$ cat config.mk
export PLATFORM = sky130hd
export DESIGN_NAME = aes128_key_expand
export DESIGN_NICKNAME = d
export VERILOG_FILES = /design/src/rtl/aes128_key_expand.sv
export SDC_FILE = /design/constraint.sdc
export NUM_CORES = 2
export LEC_CHECK = 0
export ABC_CLOCK_PERIOD_IN_PS = 13150
export BUFFER_PORTS_ARGS = -buffer_cell sky130_fd_sc_hd__buf_2
export CORE_AREA = 2 2 545 547
export CTS_CLUSTER_SIZE = 14
export DETAILED_ROUTE_END_ITERATION = 8
export DIE_AREA = 0 0 547 549
export SYNTH_ARGS = -nofsm -noshare
export SYNTH_HDL_FRONTEND = slang
export SYNTH_SLANG_ARGS = --single-unit
$ cat constraint.sdc
create_clock -name clk -period 13.15 [get_ports clk]
set_clock_uncertainty 0.05 [all_clocks]
set_input_delay 1.315 -clock clk [delete_from_list [all_inputs] [get_ports clk]]
set_output_delay 1.315 -clock clk [all_outputs]
set_load 0.02 [all_outputs]
$ cat src/rtl/aes128_key_expand.sv
// AES-128 key schedule: expands key_in into 11 round keys, one round key per
// clock through a single shared SubWord, with a combinational read port.
module aes128_key_expand #(
  parameter int RESTART = 0
) (
  input  logic         clk,
  input  logic         rst,
  input  logic         start,
  input  logic [127:0] key_in,
  input  logic [3:0]   rk_idx,
  output logic [127:0] rk_out,
  output logic         rk_valid,
  output logic         busy,
  output logic         ready,
  output logic         done
);

  typedef enum logic [1:0] {IDLE, EXPAND, READY} state_t;

  // AES S-box, entry 0 in the most significant byte.
  localparam logic [2047:0] SBOX = {
    128'h637c777bf26b6fc53001672bfed7ab76, 128'hca82c97dfa5947f0add4a2af9ca472c0,
    128'hb7fd9326363ff7cc34a5e5f171d83115, 128'h04c723c31896059a071280e2eb27b275,
    128'h09832c1a1b6e5aa0523bd6b329e32f84, 128'h53d100ed20fcb15b6acbbe394a4c58cf,
    128'hd0efaafb434d338545f9027f503c9fa8, 128'h51a3408f929d38f5bcb6da2110fff3d2,
    128'hcd0c13ec5f974417c4a77e3d645d1973, 128'h60814fdc222a908846eeb814de5e0bdb,
    128'he0323a0a4906245cc2d3ac629195e479, 128'he7c8376d8dd54ea96c56f4ea657aae08,
    128'hba78252e1ca6b4c6e8dd741f4bbd8b8a, 128'h703eb5664803f60e613557b986c11d9e,
    128'he1f8981169d98e949b1e87e9ce5528df, 128'h8ca1890dbfe6426841992d0fb054bb16
  };

  function automatic logic [7:0] sbox(input logic [7:0] x);
    return SBOX[{~x, 3'b000} +: 8];
  endfunction

  function automatic logic [7:0] rcon(input logic [3:0] r);
    logic [7:0] c;
    case (r)
      4'd1:    c = 8'h01;
      4'd2:    c = 8'h02;
      4'd3:    c = 8'h04;
      4'd4:    c = 8'h08;
      4'd5:    c = 8'h10;
      4'd6:    c = 8'h20;
      4'd7:    c = 8'h40;
      4'd8:    c = 8'h80;
      4'd9:    c = 8'h1b;
      4'd10:   c = 8'h36;
      default: c = 8'h00;
    endcase
    return c;
  endfunction

  state_t       state, state_nxt;
  logic [3:0]   rnd;
  logic [127:0] rk [0:10];
  logic         accept, last_round;
  logic [127:0] prev_rk, next_rk;
  logic [31:0]  rot_w, sub_w, t_w;
  logic [31:0]  w0, w1, w2, w3;

  always_comb begin
    state_nxt  = state;
    accept     = 1'b0;
    last_round = 1'b0;
    case (state)
      IDLE, READY: begin
        if (start) begin
          accept    = 1'b1;
          state_nxt = EXPAND;
        end
      end
      EXPAND: begin
        if (start && (RESTART != 0)) begin
          accept = 1'b1;
        end else if (rnd == 4'd10) begin
          last_round = 1'b1;
          state_nxt  = READY;
        end
      end
      default: state_nxt = IDLE;
    endcase
  end

  // Round datapath: rk[rnd] is derived from rk[rnd-1] through the one SubWord.
  always_comb begin
    prev_rk = '0;
    for (int i = 1; i <= 10; i++)
      if (rnd == 4'(i)) prev_rk = rk[i-1];
  end

  assign rot_w   = {prev_rk[23:0], prev_rk[31:24]};
  assign sub_w   = {sbox(rot_w[31:24]), sbox(rot_w[23:16]), sbox(rot_w[15:8]), sbox(rot_w[7:0])};
  assign t_w     = sub_w ^ {rcon(rnd), 24'h000000};
  assign w0      = prev_rk[127:96] ^ t_w;
  assign w1      = prev_rk[95:64]  ^ w0;
  assign w2      = prev_rk[63:32]  ^ w1;
  assign w3      = prev_rk[31:0]   ^ w2;
  assign next_rk = {w0, w1, w2, w3};

  always_ff @(posedge clk or negedge rst) begin
    if (!rst) begin
      state <= IDLE;
      rnd   <= '0;
      done  <= 1'b0;
      for (int i = 0; i <= 10; i++) rk[i] <= '0;
    end else begin
      state <= state_nxt;
      done  <= last_round;
      if (accept) begin
        rk[0] <= key_in;
        rnd   <= 4'd1;
      end else if (state == EXPAND) begin
        for (int i = 1; i <= 10; i++)
          if (rnd == 4'(i)) rk[i] <= next_rk;
        rnd <= rnd + 4'd1;
      end
    end
  end

  assign busy  = (state == EXPAND);
  assign ready = (state == READY);

  // rnd counts entries written since the last accept (11 once complete).
  always_comb begin
    rk_out   = '0;
    rk_valid = 1'b0;
    if (rk_idx <= 4'd10) begin
      rk_out   = rk[rk_idx];
      rk_valid = (rk_idx < rnd);
    end
  end

endmodule

==> run summary <==
The run finished, with violations left. The checks that failed: DRC. Counting along the longest clock path gives a buffer depth of 3. The row count came out at 200.

The via count of the first global-routing pass came out at 79,300. In this run the post-CTS setup repair buffer count came out at 0. The detailed router finished its first iteration with 12,750 violations. The met3 routing resource usage after global routing is 0.07550. Setup repair after global routing left no endpoint under its margin. The count of buffers from port buffering is 266. The filler cell count came out at 30,800. The critical path arrival came out at 9040 ps. Global routing finished with a remaining overflow of 0. After detailed routing, the number of vias per cell comes to 6.112.

In this run the worst setup path begins at rnd[0]$_DFFE_PN0P_. The CTS tree is built. The critical path is of the flip-flop to flip-flop type. The routing usage on met2 came out at 0.3843. In this run the most used layer during global routing was met2. Setup violations remaining at the end of the flow were counted as 0.

The overall die area came out at 0.3003 mm². The total via count after detailed routing is 85,020. The sequential cell area fraction in the yosys report came out at 0.4024. The area growth from synthesis to layout came out at 11.57%. The maximum operating frequency is 119.0 MHz. In the final layout, the share of cells above drive strength 1 is 0.1264. Measured against its own limit, the worst slew margin works out to 0.02897. The largest net degree at the start of global routing came out at 166. The first global-routing pass estimated 597,800 µm of wire. The area of the core is 0.2950 mm². Counting distinct cell types in the post-synthesis netlist gives 117. The insertion delay of the later-clocked pin in the worst-skew pair is 860 ps. The worst setup path is captured at a flip-flop. The number of slew-limit violations in the final report is 0. The required time reported for the critical path endpoint is 13,790 ps.

For this configuration, the core starts out at a cell density of 0.2983. The share of the cycle needed by the critical path after routing is 0.6389. The wire length per cell came out at 29.90 µm. Measured along the y axis, the die boundary spans 549 µm. The Yosys warning count is 0.

The worst min-delay path category is primary input to async pin. Clock tree synthesis found a total of 1,415 sinks. The hold violation total from the final report is 0.

The max capacitance violation total came out at 0. The fraction of registers with async set or reset after synthesis is 1.000. The number of optimization iterations in the first detailed-route pass is 9. The final net count is 10,040. The antenna violation net count after detailed routing is 0. The netlist area before placement is 0.08799 mm². The number of cells on the worst reg-to-reg path came out at 20. The worst register-to-register path begins at rnd[0]$_DFFE_PN0P_. The synthesized area per cell is 8.663 µm². The number of enable-type register cells in the synthesized netlist is 0. The number of antenna violations at the first check in global routing was 27. The final design instance area without fill came out at 0.09818 mm². The maximum net fanout on the critical path is 117. The aggregate global-route resource usage is 0.2684. For the pin with the worst max-slew slack, the measured transition is 1445 ps. In the final timing run, aggregate negative setup slack is 0 ps. The number of instances in the synthesized netlist is 10,160. STA classifies the critical path startpoint as a flip-flop. CTS built an H-tree with a depth of 4. The most used flip-flop cell after synthesis is dfrtp_1. At the end of routability-driven placement, the weighted congestion stood at 1.045.

The instance area at placement is 0.09267 mm². The total I/O pin count came out at 267. In this run, synthesis produced a sequential element count of 1,415. The routing usage on met1 is 0.3614. The chip width came out at 547 µm. The number of DRC violations after detailed routing came out at 3. The half-perimeter wire length after placement is 266,300 µm. The clock edge transition at the registers on the reported setup and hold paths came out at 60 ps. CTS placed an instance of clkbuf_16 at the clock tree root. The final layout contains routed wiring with a total length of 415,900 µm. The number of nets handed over by synthesis was 10,360.

The clock period minus final worst setup slack is 8402 ps. The number of buffers created by CTS is 163. The count of cells resized by post-cts repair is 0.

The total of hold buffers inserted after clock tree synthesis came out at 0.
==> placed cells by master (no fill, tap or decap), types with 26 or more instances in the layout <==
cell       instances
a2111oi_0         26
a211o_1           26
a211oi_1         121
a21o_1            30
a21oi_1          557
a221o_1           51
a221oi_1         100
a222oi_1          29
a22oi_1          171
a311oi_1          74
a31oi_1           74
buf_2            261
buf_4            272
clkbuf_1          43
clkbuf_16        164
clkbuf_8          32
dfrtp_1         1413
ha_1              61
inv_1             61
mux2i_1          274
mux4_2           257
nand2_1         2087
nand2b_1          28
nand3_1          145
nand3b_1          27
nor2_1           410
nor2b_1           28
nor3_1           148
o211ai_1         189
o21ai_0         1570
o21ai_1          107
o221ai_1          46
o22ai_1          201
o311ai_0          34
o31ai_1           36
xnor2_1          104
xor2_1            42
==> critical path, stage by stage (launching register included) <==
cell	delay, ps
dfrtp_1	510
inv_1	160
ha_4	370
buf_12	340
nor2_1	790
a21oi_1	200
a2111oi_2	880
or2_1	240
buf_4	240
inv_2	170
ha_1	530
nor2_1	520
nand3_1	310
nand2_1	160
a21oi_1	80
nor4_1	320
nor4_1	90
a21oi_1	490
xnor3_1	790
xnor2_1	760
o21ai_0	210
==> cells by family (layout without fill, tap and decap cells) <==
| kind of cell | Yosys count | count (layout) | share of synthesized area |
|---|---|---|---|
| other | 0 | 7 | 0 |
| multiplexers | 534 | 534 | 0.09733 |
| flip-flops | 1415 | 1415 | 0.4024 |
| adder cells (fa/ha/maj) | 65 | 65 | 0.009242 |
| buffers and inverters | 1114 | 921 | 0.05452 |
| AO/OA/AOI/OAI | 3752 | 3752 | 0.2661 |
| AND/OR/NAND/NOR | 3081 | 3081 | 0.1467 |
| XOR/XNOR | 196 | 196 | 0.02366 |
==> synth_stat cells, types with 74 or more instances <==
cell,count,share of area
o22ai_1,203,0.014
buf_1,94,0.0040
nand2_1,2097,0.089
nor2_1,415,0.018
clkbuf_1,651,0.028
o211ai_1,189,0.016
a311oi_1,74,0.0074
a31oi_1,76,0.0054
o21ai_0,1572,0.089
dfrtp_1,1415,0.40
a21oi_1,558,0.032
o21ai_1,105,0.0060
nor3_1,148,0.0084
nand3_1,146,0.0083
a22oi_1,171,0.015
a221oi_1,101,0.010
xnor2_1,108,0.011
buf_2,219,0.012
mux4_2,257,0.066
a211oi_1,123,0.010
mux2i_1,274,0.031
==> state kept, by name, indices dropped and copies added, names as in the netlist <==
name   flops
rk      1408
done       1
rnd        4
state      2
==> routing by layer <==
layer / wire length [µm] / vias up
met5: 215 / -
met3: 48970 / 1159
met2: 172900 / 5608
met1: 166500 / 41700
met4: 27290 / 24
li1: - / 36530
==> area by class of cell <==
| class | instances | area, µm² | area share |
|---|---|---|---|
| Sequential cell | 1415 | 35410 | 0.3607 |
| Clock buffer | 239 | 4706 | 0.04793 |
| Clock inverter | 53 | 782.0 | 0.007965 |
| Antenna cell | 7 | 17.52 | 0.0001784 |
| Timing Repair Buffer | 556 | 3776 | 0.03846 |
| Inverter | 73 | 274.0 | 0.002791 |
| Multi-Input combinational cell | 7628 | 48280 | 0.4918 |
| Tap cell | 3939 | 4928 | 0.05020 |
==> per-stage QoR <==
step | setup WS, ps | hold slack (ps) | instances | utilization
floorplan | 7924 | 396.2 | 10160 | -
global placement | 4880 | 410.7 | 13610 | 0.3140
detailed placement | 5070 | 420.2 | 13610 | 0.3141
CTS | 5052 | 408.4 | 13900 | 0.3327
global route | 4325 | 442.2 | 13900 | 0.3327
finish | 4748 | 385.0 | 13910 | 0.3328
==> worst paths after layout <==
| path | endpoint | slack [ps] |
|---|---|---|
| worst max-delay path | rk[781]$_DFFE_PN0P_ | 4750 |
| worst min-delay path | rk[1382]$_DFFE_PN0P_ | 380 |
| worst max register to register | rk[781]$_DFFE_PN0P_ | 4750 |
| worst min register to register | rk[25]$_DFFE_PN0P_ | 430 |
| max in group asynchronous | rk[370]$_DFFE_PN0P_ | 9840 |
| min in group clk | rk[25]$_DFFE_PN0P_ | 430 |
Power is not shown: default switching activity piles up to over one toggle a cycle in this logic, so the estimate is an artifact.
